===== config.mk =====
export PLATFORM = sky130hd
export DESIGN_NAME = red_pitaya_hk_gpio
export DESIGN_NICKNAME = d
export VERILOG_FILES = /design/src/rtl/red_pitaya_hk_gpio.sv
export SDC_FILE = /design/constraint.sdc
export NUM_CORES = 1
export LEC_CHECK = 0
export BUFFER_PORTS_ARGS = -buffer_cell sky130_fd_sc_hd__buf_2
export CORE_MARGIN = 4
export CORE_UTILIZATION = 45
export CTS_CLUSTER_DIAMETER = 60
export DETAILED_ROUTE_END_ITERATION = 8
export MAX_ROUTING_LAYER = met4
export PLACE_DENSITY = 0.69
export SETUP_SLACK_MARGIN = 0.05
export SYNTH_ARGS = -nofsm -noshare
export SYNTH_HDL_FRONTEND = slang
export SYNTH_SLANG_ARGS = --single-unit

===== constraint.sdc =====
create_clock -name clk_i -period 7.5 [get_ports clk_i]
set_input_delay 0.375 -clock clk_i [delete_from_list [all_inputs] [get_ports clk_i]]
set_output_delay 0.375 -clock clk_i [all_outputs]
set_load 0.03 [all_outputs]

===== src/rtl/red_pitaya_hk_gpio.sv =====
// Expansion-connector GPIO: NCH banks of DW bits with direction/output registers,
// synchronised and debounced inputs, per-bit edge events and one level interrupt.
module red_pitaya_hk_gpio #(
    parameter int NCH  = 2,
    parameter int DW   = 8,
    parameter int SYNC = 2
) (
    input  logic              clk_i,
    input  logic              rst_i,
    input  logic [NCH*DW-1:0] exp_dat_i,
    output logic [NCH*DW-1:0] exp_dat_o,
    output logic [NCH*DW-1:0] exp_dir_o,
    output logic              irq_o,
    input  logic [31:0]       sys_addr,
    input  logic [31:0]       sys_wdata,
    input  logic              sys_wen,
    input  logic              sys_ren,
    output logic [31:0]       sys_rdata,
    output logic              sys_err,
    output logic              sys_ack
);
    localparam int W = NCH * DW;

    typedef enum logic [2:0] {
        OFF_DIR     = 3'd0,
        OFF_DOUT    = 3'd1,
        OFF_DIN     = 3'd2,
        OFF_RISE_EN = 3'd3,
        OFF_FALL_EN = 3'd4,
        OFF_EVENT   = 3'd5,
        OFF_SET     = 3'd6,
        OFF_CLR     = 3'd7
    } bank_off_e;

    logic [DW-1:0]  dir_q     [NCH];
    logic [DW-1:0]  dout_q    [NCH];
    logic [DW-1:0]  rise_en_q [NCH];
    logic [DW-1:0]  fall_en_q [NCH];
    logic [DW-1:0]  event_q   [NCH];
    logic [DW-1:0]  w1c       [NCH];
    logic [DW-1:0]  ev_set    [NCH];
    logic [W-1:0]   sync_q    [SYNC];
    logic [W-1:0]   syn;
    logic [W-1:0]   smp_q;
    logic [W-1:0]   filt_q;
    logic [W-1:0]   filt_d;
    logic [15:0]    deb_per_q;
    logic [15:0]    tick_cnt;
    logic           tick;
    logic [2:0]     bank;
    bank_off_e      offs;
    logic           bank_hit;
    logic           glob_hit;
    logic           deb_wr;
    logic [NCH-1:0] bank_wr;
    logic [7:0]     irq_sts;
    logic           any_event;
    logic [31:0]    rd_data;
    logic           unused;

    assign bank     = sys_addr[7:5];
    assign offs     = bank_off_e'(sys_addr[4:2]);
    assign bank_hit = (sys_addr[19:8] == 12'h000) && (int'(bank) < NCH);
    assign glob_hit = (sys_addr[19:8] == 12'h001);
    assign deb_wr   = sys_wen && glob_hit && (sys_addr[7:2] == 6'h01);
    assign sys_err  = 1'b0;
    assign unused   = ^{sys_addr[31:20], sys_addr[1:0], sys_wdata};

    always_ff @(posedge clk_i or posedge rst_i) begin
        if (rst_i) begin
            for (int i = 0; i < SYNC; i++) sync_q[i] <= '0;
        end else begin
            sync_q[0] <= exp_dat_i;
            for (int i = 1; i < SYNC; i++) sync_q[i] <= sync_q[i-1];
        end
    end

    assign syn  = sync_q[SYNC-1];
    assign tick = (deb_per_q != 16'h0) && (tick_cnt == deb_per_q);

    // A bit only follows syn when it matched the sample from the previous tick.
    always_ff @(posedge clk_i or posedge rst_i) begin
        if (rst_i) begin
            tick_cnt <= '0;
            smp_q    <= '0;
            filt_q   <= '0;
            filt_d   <= '0;
        end else begin
            filt_d <= filt_q;
            if (deb_wr || tick || deb_per_q == 16'h0) tick_cnt <= '0;
            else                                      tick_cnt <= tick_cnt + 16'd1;
            if (deb_per_q == 16'h0) begin
                filt_q <= syn;
            end else if (tick) begin
                smp_q  <= syn;
                filt_q <= (filt_q & (syn ^ smp_q)) | (syn & ~(syn ^ smp_q));
            end
        end
    end

    always_comb begin
        bank_wr   = '0;
        exp_dat_o = '0;
        exp_dir_o = '0;
        irq_sts   = '0;
        any_event = 1'b0;
        for (int b = 0; b < NCH; b++) begin
            bank_wr[b] = sys_wen && bank_hit && (int'(bank) == b);
            w1c[b]     = (bank_wr[b] && offs == OFF_EVENT) ? sys_wdata[DW-1:0] : '0;
            ev_set[b]  = (filt_q[b*DW +: DW] & ~filt_d[b*DW +: DW] & rise_en_q[b])
                       | (~filt_q[b*DW +: DW] & filt_d[b*DW +: DW] & fall_en_q[b]);
            exp_dat_o[b*DW +: DW] = dout_q[b];
            exp_dir_o[b*DW +: DW] = dir_q[b];
            irq_sts[b] = |event_q[b];
            any_event  = any_event | irq_sts[b];
        end
    end

    always_comb begin
        rd_data = '0;
        if (glob_hit) begin
            case (sys_addr[7:2])
                6'h00:   rd_data = {16'h0, 8'(NCH), 8'(DW)};
                6'h01:   rd_data = {16'h0, deb_per_q};
                6'h02:   rd_data = {24'h0, irq_sts};
                default: rd_data = '0;
            endcase
        end else if (bank_hit) begin
            for (int b = 0; b < NCH; b++) begin
                if (int'(bank) == b) begin
                    case (offs)
                        OFF_DIR:     rd_data[DW-1:0] = dir_q[b];
                        OFF_DOUT:    rd_data[DW-1:0] = dout_q[b];
                        OFF_DIN:     rd_data[DW-1:0] = filt_q[b*DW +: DW];
                        OFF_RISE_EN: rd_data[DW-1:0] = rise_en_q[b];
                        OFF_FALL_EN: rd_data[DW-1:0] = fall_en_q[b];
                        OFF_EVENT:   rd_data[DW-1:0] = event_q[b];
                        default:     ;
                    endcase
                end
            end
        end
    end

    always_ff @(posedge clk_i or posedge rst_i) begin
        if (rst_i) begin
            for (int b = 0; b < NCH; b++) begin
                dir_q[b]     <= '0;
                dout_q[b]    <= '0;
                rise_en_q[b] <= '0;
                fall_en_q[b] <= '0;
                event_q[b]   <= '0;
            end
            deb_per_q <= '0;
            irq_o     <= 1'b0;
            sys_ack   <= 1'b0;
            sys_rdata <= '0;
        end else begin
            sys_ack   <= sys_wen | sys_ren;
            sys_rdata <= sys_ren ? rd_data : 32'h0;
            irq_o     <= any_event;
            if (deb_wr) deb_per_q <= sys_wdata[15:0];
            for (int b = 0; b < NCH; b++) begin
                // NOTE: the set term is OR-ed after the clear so a new edge survives a same-cycle W1C.
                event_q[b] <= (event_q[b] & ~w1c[b]) | ev_set[b];
                if (bank_wr[b]) begin
                    case (offs)
                        OFF_DIR:     dir_q[b]     <= sys_wdata[DW-1:0];
                        OFF_DOUT:    dout_q[b]    <= sys_wdata[DW-1:0];
                        OFF_RISE_EN: rise_en_q[b] <= sys_wdata[DW-1:0];
                        OFF_FALL_EN: fall_en_q[b] <= sys_wdata[DW-1:0];
                        OFF_SET:     dout_q[b]    <= dout_q[b] | sys_wdata[DW-1:0];
                        OFF_CLR:     dout_q[b]    <= dout_q[b] & ~sys_wdata[DW-1:0];
                        default:     ;
                    endcase
                end
            end
        end
    end

endmodule


After elaboration in Yosys (flattened, before gate mapping)
Cells that the tools add are included.

Bits of input ports: 84. Output and inout bits: 67. Bits in registers: 226. Word-level logic and storage cells: 113.

Muxes and demuxes: 16. Reduce and logical (&&, ||, !) cells: 30. Add/subtract/negate cells: 1. Bitwise gates (word level): 33. Eq/ne operators: 12. $lt $le $gt $ge: 1.

Operators by type and width (number): 8-bit AND (12); 8-bit one-hot mux with 6 select lines (2); 8-bit NOT (7); 16-bit 2-to-1 mux (3); 8-bit 2-to-1 mux (6); 8-bit bitwise OR (6); 16-bit one-hot mux with 3 select lines (1); 8-bit one-hot mux with 3 select lines (2); 16-bit AND (2); 32-bit 2-to-1 mux (1); 24-bit 2-to-1 mux (1); 2-bit AND reduction (9); 16-bit by 1-bit adder with 16-bit output (second input constant) (1); 16-bit == test (1); 16-bit zero test (1); 16-bit NOT (1); 16-bit bitwise OR (1); 16-bit nonzero test (1); 8-bit OR reduction (2); 16-bit XOR (1); 12-bit by 1-bit == test with 1-bit output (second input constant) (1); 3-bit == test (second input constant) (4); 12-bit zero test (1); 3-bit by 2-bit == test with 1-bit output (second input constant) (3); other kinds (12) (23).

Logic depth before layout (Yosys ltp)
Depth after elaboration: 9. Mapped depth: 8. Gate-level depth less buffers: 5.

Worst setup path after synthesis
OpenSTA, ideal clock, no wires.

Kind: input to register. Start: input sys_addr[5]. End: register fall_en_q[10] (netlist name). Path slack: 5.485 ns. Required time: 7.375 ns. Library setup time: 0.125 ns. Data arrival time: 1.891 ns. Stages: 7. Buffers on the path: 2. Path through: clkbuf_1 > nor3_2 > nand4_4 > nor2_2 > and4_1 > buf_2 > mux2_2.

Longest elaborated chain between the ends: 5. Elaborated cells between the ends (all ways): 6. Classes of those cells: order compare: 1; reduce/logical: 5.

RTL lines: start, declared (line 14) `input logic [31:0] sys_addr,`; 3-bit by 2-bit less-than comparator with 1-bit output (line 63) `assign bank_hit = (sys_addr[19:8] == 12'h000) && (int'(bank) < NCH);`; 1-bit logical AND (line 63); 1-bit logical AND (line 108) `bank_wr[b] = sys_wen && bank_hit && (int'(bank) == b);`; 1-bit logical AND * (line 108); 2-bit AND reduction (no line) *; end signal, assigned by index (line 171) `OFF_FALL_EN: fall_en_q[b] <= sys_wdata[DW-1:0];`; end, declared (line 38) `logic [DW-1:0] fall_en_q [NCH];`.

Every way passes the cells marked *; elsewhere a longest branch is shown, timed or not. A chain may end at the register's enable or synchronous reset.

Worst setup path after layout
Start: input sys_addr[2]. End: register tick_cnt[9].

Longest elaborated chain between the ends: 5.

RTL lines: 6-bit by 1-bit == test with 1-bit output (line 65) `assign deb_wr = sys_wen && glob_hit && (sys_addr[7:2] == 6'h01);`; 1-bit logical AND (line 65); 1-bit logical OR (2 in series) (line 90) `if (deb_wr || tick || deb_per_q == 16'h0) tick_cnt <= '0;`; 16-bit 2-to-1 mux (line 90); end signal, assigned (line 91) `else tick_cnt <= tick_cnt + 16'd1;`; end, declared (line 48) `logic [15:0] tick_cnt;`.

No other way between the ends.

==> out/results.tsv <==
stage	metric	value	unit
synth	sequential element share of the synthesized area	55.5	%
routing	DRT iter0 DRCs	631	
floorplanning	Initial Util	46.2	%
clock_network	latest clock arrival within the worst-skew pair	0.50	ns
synth	most area-hungry cell type in the Yosys netlist	dfrtp_1	
critical_path	Arr. time, crit path	3.36	ns
floorplanning	die area	0.0234	sq mm
clock_network	TritonCTS Sinks	210	
routing	Final ANT Viol Nets	0	
sta	fin. max-slew vios	0	
synth	yosys warns	0	
critical_path	Crit. End Element	flop	
hold_path	WHS Path Cells	3	
routing	DRT Pass-1 Iters	5	
grt	largest net degree at the start of global routing	147	
grt	first-pass GRT wire length	37900	um
sta	crit share post-route	40.1	%
synth	post-synthesis cell type count	59	
finish	Layout Nets	1006	
routing	total wire length	24000	um
floorplanning	num ports	151	
placement	Post-DP Area	0.0101	sq mm
critical_path	Worst path slowest cell	nor3_4	
pwr	Pleak	5.27	nW
critical_path	Largest stage delay, worst path	0.82	ns
synth	list of most frequent post-synthesis cells	dfrtp_1 (210), mux2_2 (92), nand2_1 (77)	
routing	Vias/cell	5.74	
sta	hold slack	0.0815	ns
sta	setup TNS	0	ns
clock_network	Clock transition at path regs	0.06	ns
sta	unrepaired setup endpoints after global routing	no	
grt	vias in the first global route	6671	
synth	Yosys top cell area share	55.5	%
sta	Final Hold Violating Endpoints	0	
clock_network	CTS tree	yes	
grt	initial antenna violation count	1	
clock_network	CTS Buf Count	23	
placement	Buffers on Ports	103	
pwr	PD cells	219	mW/mm^2
synth	Post-synth EDFFs	0	
synth	Main synth FF type	dfrtp_1	
synth	synthesis-stage register bit count	210	
critical_path	critical path startpoint category	primary input	
placement	DPL Wire Length	16300	um
synth	Synth area leaders	dfrtp_1 (55%), mux2_2 (11%), nand2_1 (3.1%)	
synth	dominant cell by count in the synthesized netlist	dfrtp_1	
routing	wire per inst	20.0	um
finish	P&R area growth vs syn	15.9	%
hold_path	HP Class	primary input to flop	
synth	Synth async-reset ratio	100	%
clock_network	H-tree Lvls	1	
sta	Clock Skews	0.00851	ns
pwr	VDD IR-drop max	0.000143	V
floorplanning	Die Height	153	um
critical_path	critical path type	primary input to flop	
critical_path	CP top delay family	simple AND/OR/NAND/NOR gates	
sta	final count of negative-setup-slack endpoints	0	
grt	global route overflow	0	
grt	gr usage total	20.6	%
critical_path	critical path depth in cells	6	
floorplanning	core region area	0.0205	sq mm
finish	post-route cell area	0.0110	sq mm
clock_network	Max clock buf depth	3	
floorplanning	Std-Cell Rows	52	
critical_path	CP Cell Sequence	buf_2, nor3b_1, nand2_1, nor3_4, or3_1, nor2_1	
finish	ratio of cells with drive above 1 in the final layout	27.0	%
synth	Mapped Area	0.00947	sq mm
critical_path	CP bufs+invs	1	
routing	DR vias	6913	
clock_network	setup repair bufs after CTS	0	
routing	Residual DRC	0	
clock_network	Clock Root Buffer	clkbuf_16	
synth	synthesized area per cell	11.6	sq um
sta	Slew headroom	31.9	%
outcome	status	finished, final reports clean	
run	max-cap violations	0	
critical_path	Required @ worst endpoint	7.85	ns
sta	Worst-Margin Slew	1.02	ns
critical_path	CP Max Fanout	39	
synth	Syn Inst Count	816	
sta	final worst path period need	3.01	ns
floorplanning	Horiz. Die Dim	153	um
placement	final weighted congestion in routability-driven placement	0.924	
critical_path	r2r worst-path depth	4	
sta	fmax	0.332	GHz
-- tightest hold or removal path: stages --
cell	delay [ns]
buf_2	0.07
nand2_1	0.04
o21ai_0	0.06
-- cells in the final DEF, fill, tap and decap left out, types with 19 or more instances in the layout --
| cell type | Yosys | final |
|---|---|---|
| nor2_1 | 30 | 30 |
| clkbuf_16 | 0 | 23 |
| xor2_1 | 26 | 26 |
| nand2_1 | 77 | 77 |
| mux2_2 | 92 | 92 |
| inv_1 | 20 | 19 |
| a21oi_1 | 41 | 41 |
| dfrtp_1 | 210 | 210 |
| o211ai_1 | 22 | 22 |
| buf_2 | 8 | 103 |
| o21ai_0 | 38 | 38 |
-- worst paths after layout --
| check | start | endpoint | slack [ns] |
|---|---|---|---|
| max | sys_addr[2] | tick_cnt[9] | 4.49 |
| min | sys_wdata[9] | deb_per_q[9] | 0.08 |
| max reg2reg | deb_per_q[10] | smp_q[0] | 4.52 |
| min reg2reg | sync_q[30] | syn[14] | 0.34 |
| max in group asynchronous | rst_i | filt_d[9] | 5.99 |
| min in group asynchronous | rst_i | sync_q[19] | 0.11 |
-- report_power, final --
part	internal [mW]	leakage [nW]	switching, mW
registers	1.16	2.78	0.0248
logic	0.0510	2.13	0.107
clock network	0.633	0.354	0.437
total	1.84	5.27	0.569
-- per-layer routing --
layer | GRT usage (%) | up-vias | part of all wire, %
li1 | - | 3134 | -
met1 | 29.8 | 3423 | 44
met2 | 29.7 | 313 | 44
met3 | 4.07 | 43 | 9.7
met4 | 5.81 | 0 | 2.5
met5 | - | - | 0
-- layout make-up --
type                    count  area [sq um]
fillers                  1777          9520
well taps                 270           338
multi-input cells         542          3880
inverters                  21          86.3
flip-flops and latches    210          5260
repair buffers            123           706
clock inverters             7          67.6
clock buffers              30           642
diodes                      1          2.50
-- per-stage QoR --
stage                     std cells  utilization, %  power, mW  worst slack, ns
after floorplan                 832               -       1.31             1.39
after global placement         1150            49.3       1.35             4.16
after detailed placement       1150            49.3       1.35             4.07
after CTS                      1203            53.6       2.43             4.53
after global routing           1204            53.6       2.50             4.35
final                          1204            53.6       2.41             4.49
-- repair_timing --
action                     4_1_cts  5_1_grt
resized for setup                0        0
hold endpoints to repair        16        0
hold buffers                    16        0
setup endpoints to repair        0        0
-- cells by family after synthesis --
kind of cell | after synthesis | synth area share, %
simple gates | 212 | 12.7
flops | 210 | 55.5
compound gates | 177 | 12.0
mux | 105 | 12.7
buf+inv | 80 | 4.15
xor+xnor | 30 | 2.77
fa+ha+maj | 1 | 0.132
other cells | 1 | 0.0396
Note: power is estimated with default switching activity, not from simulation.
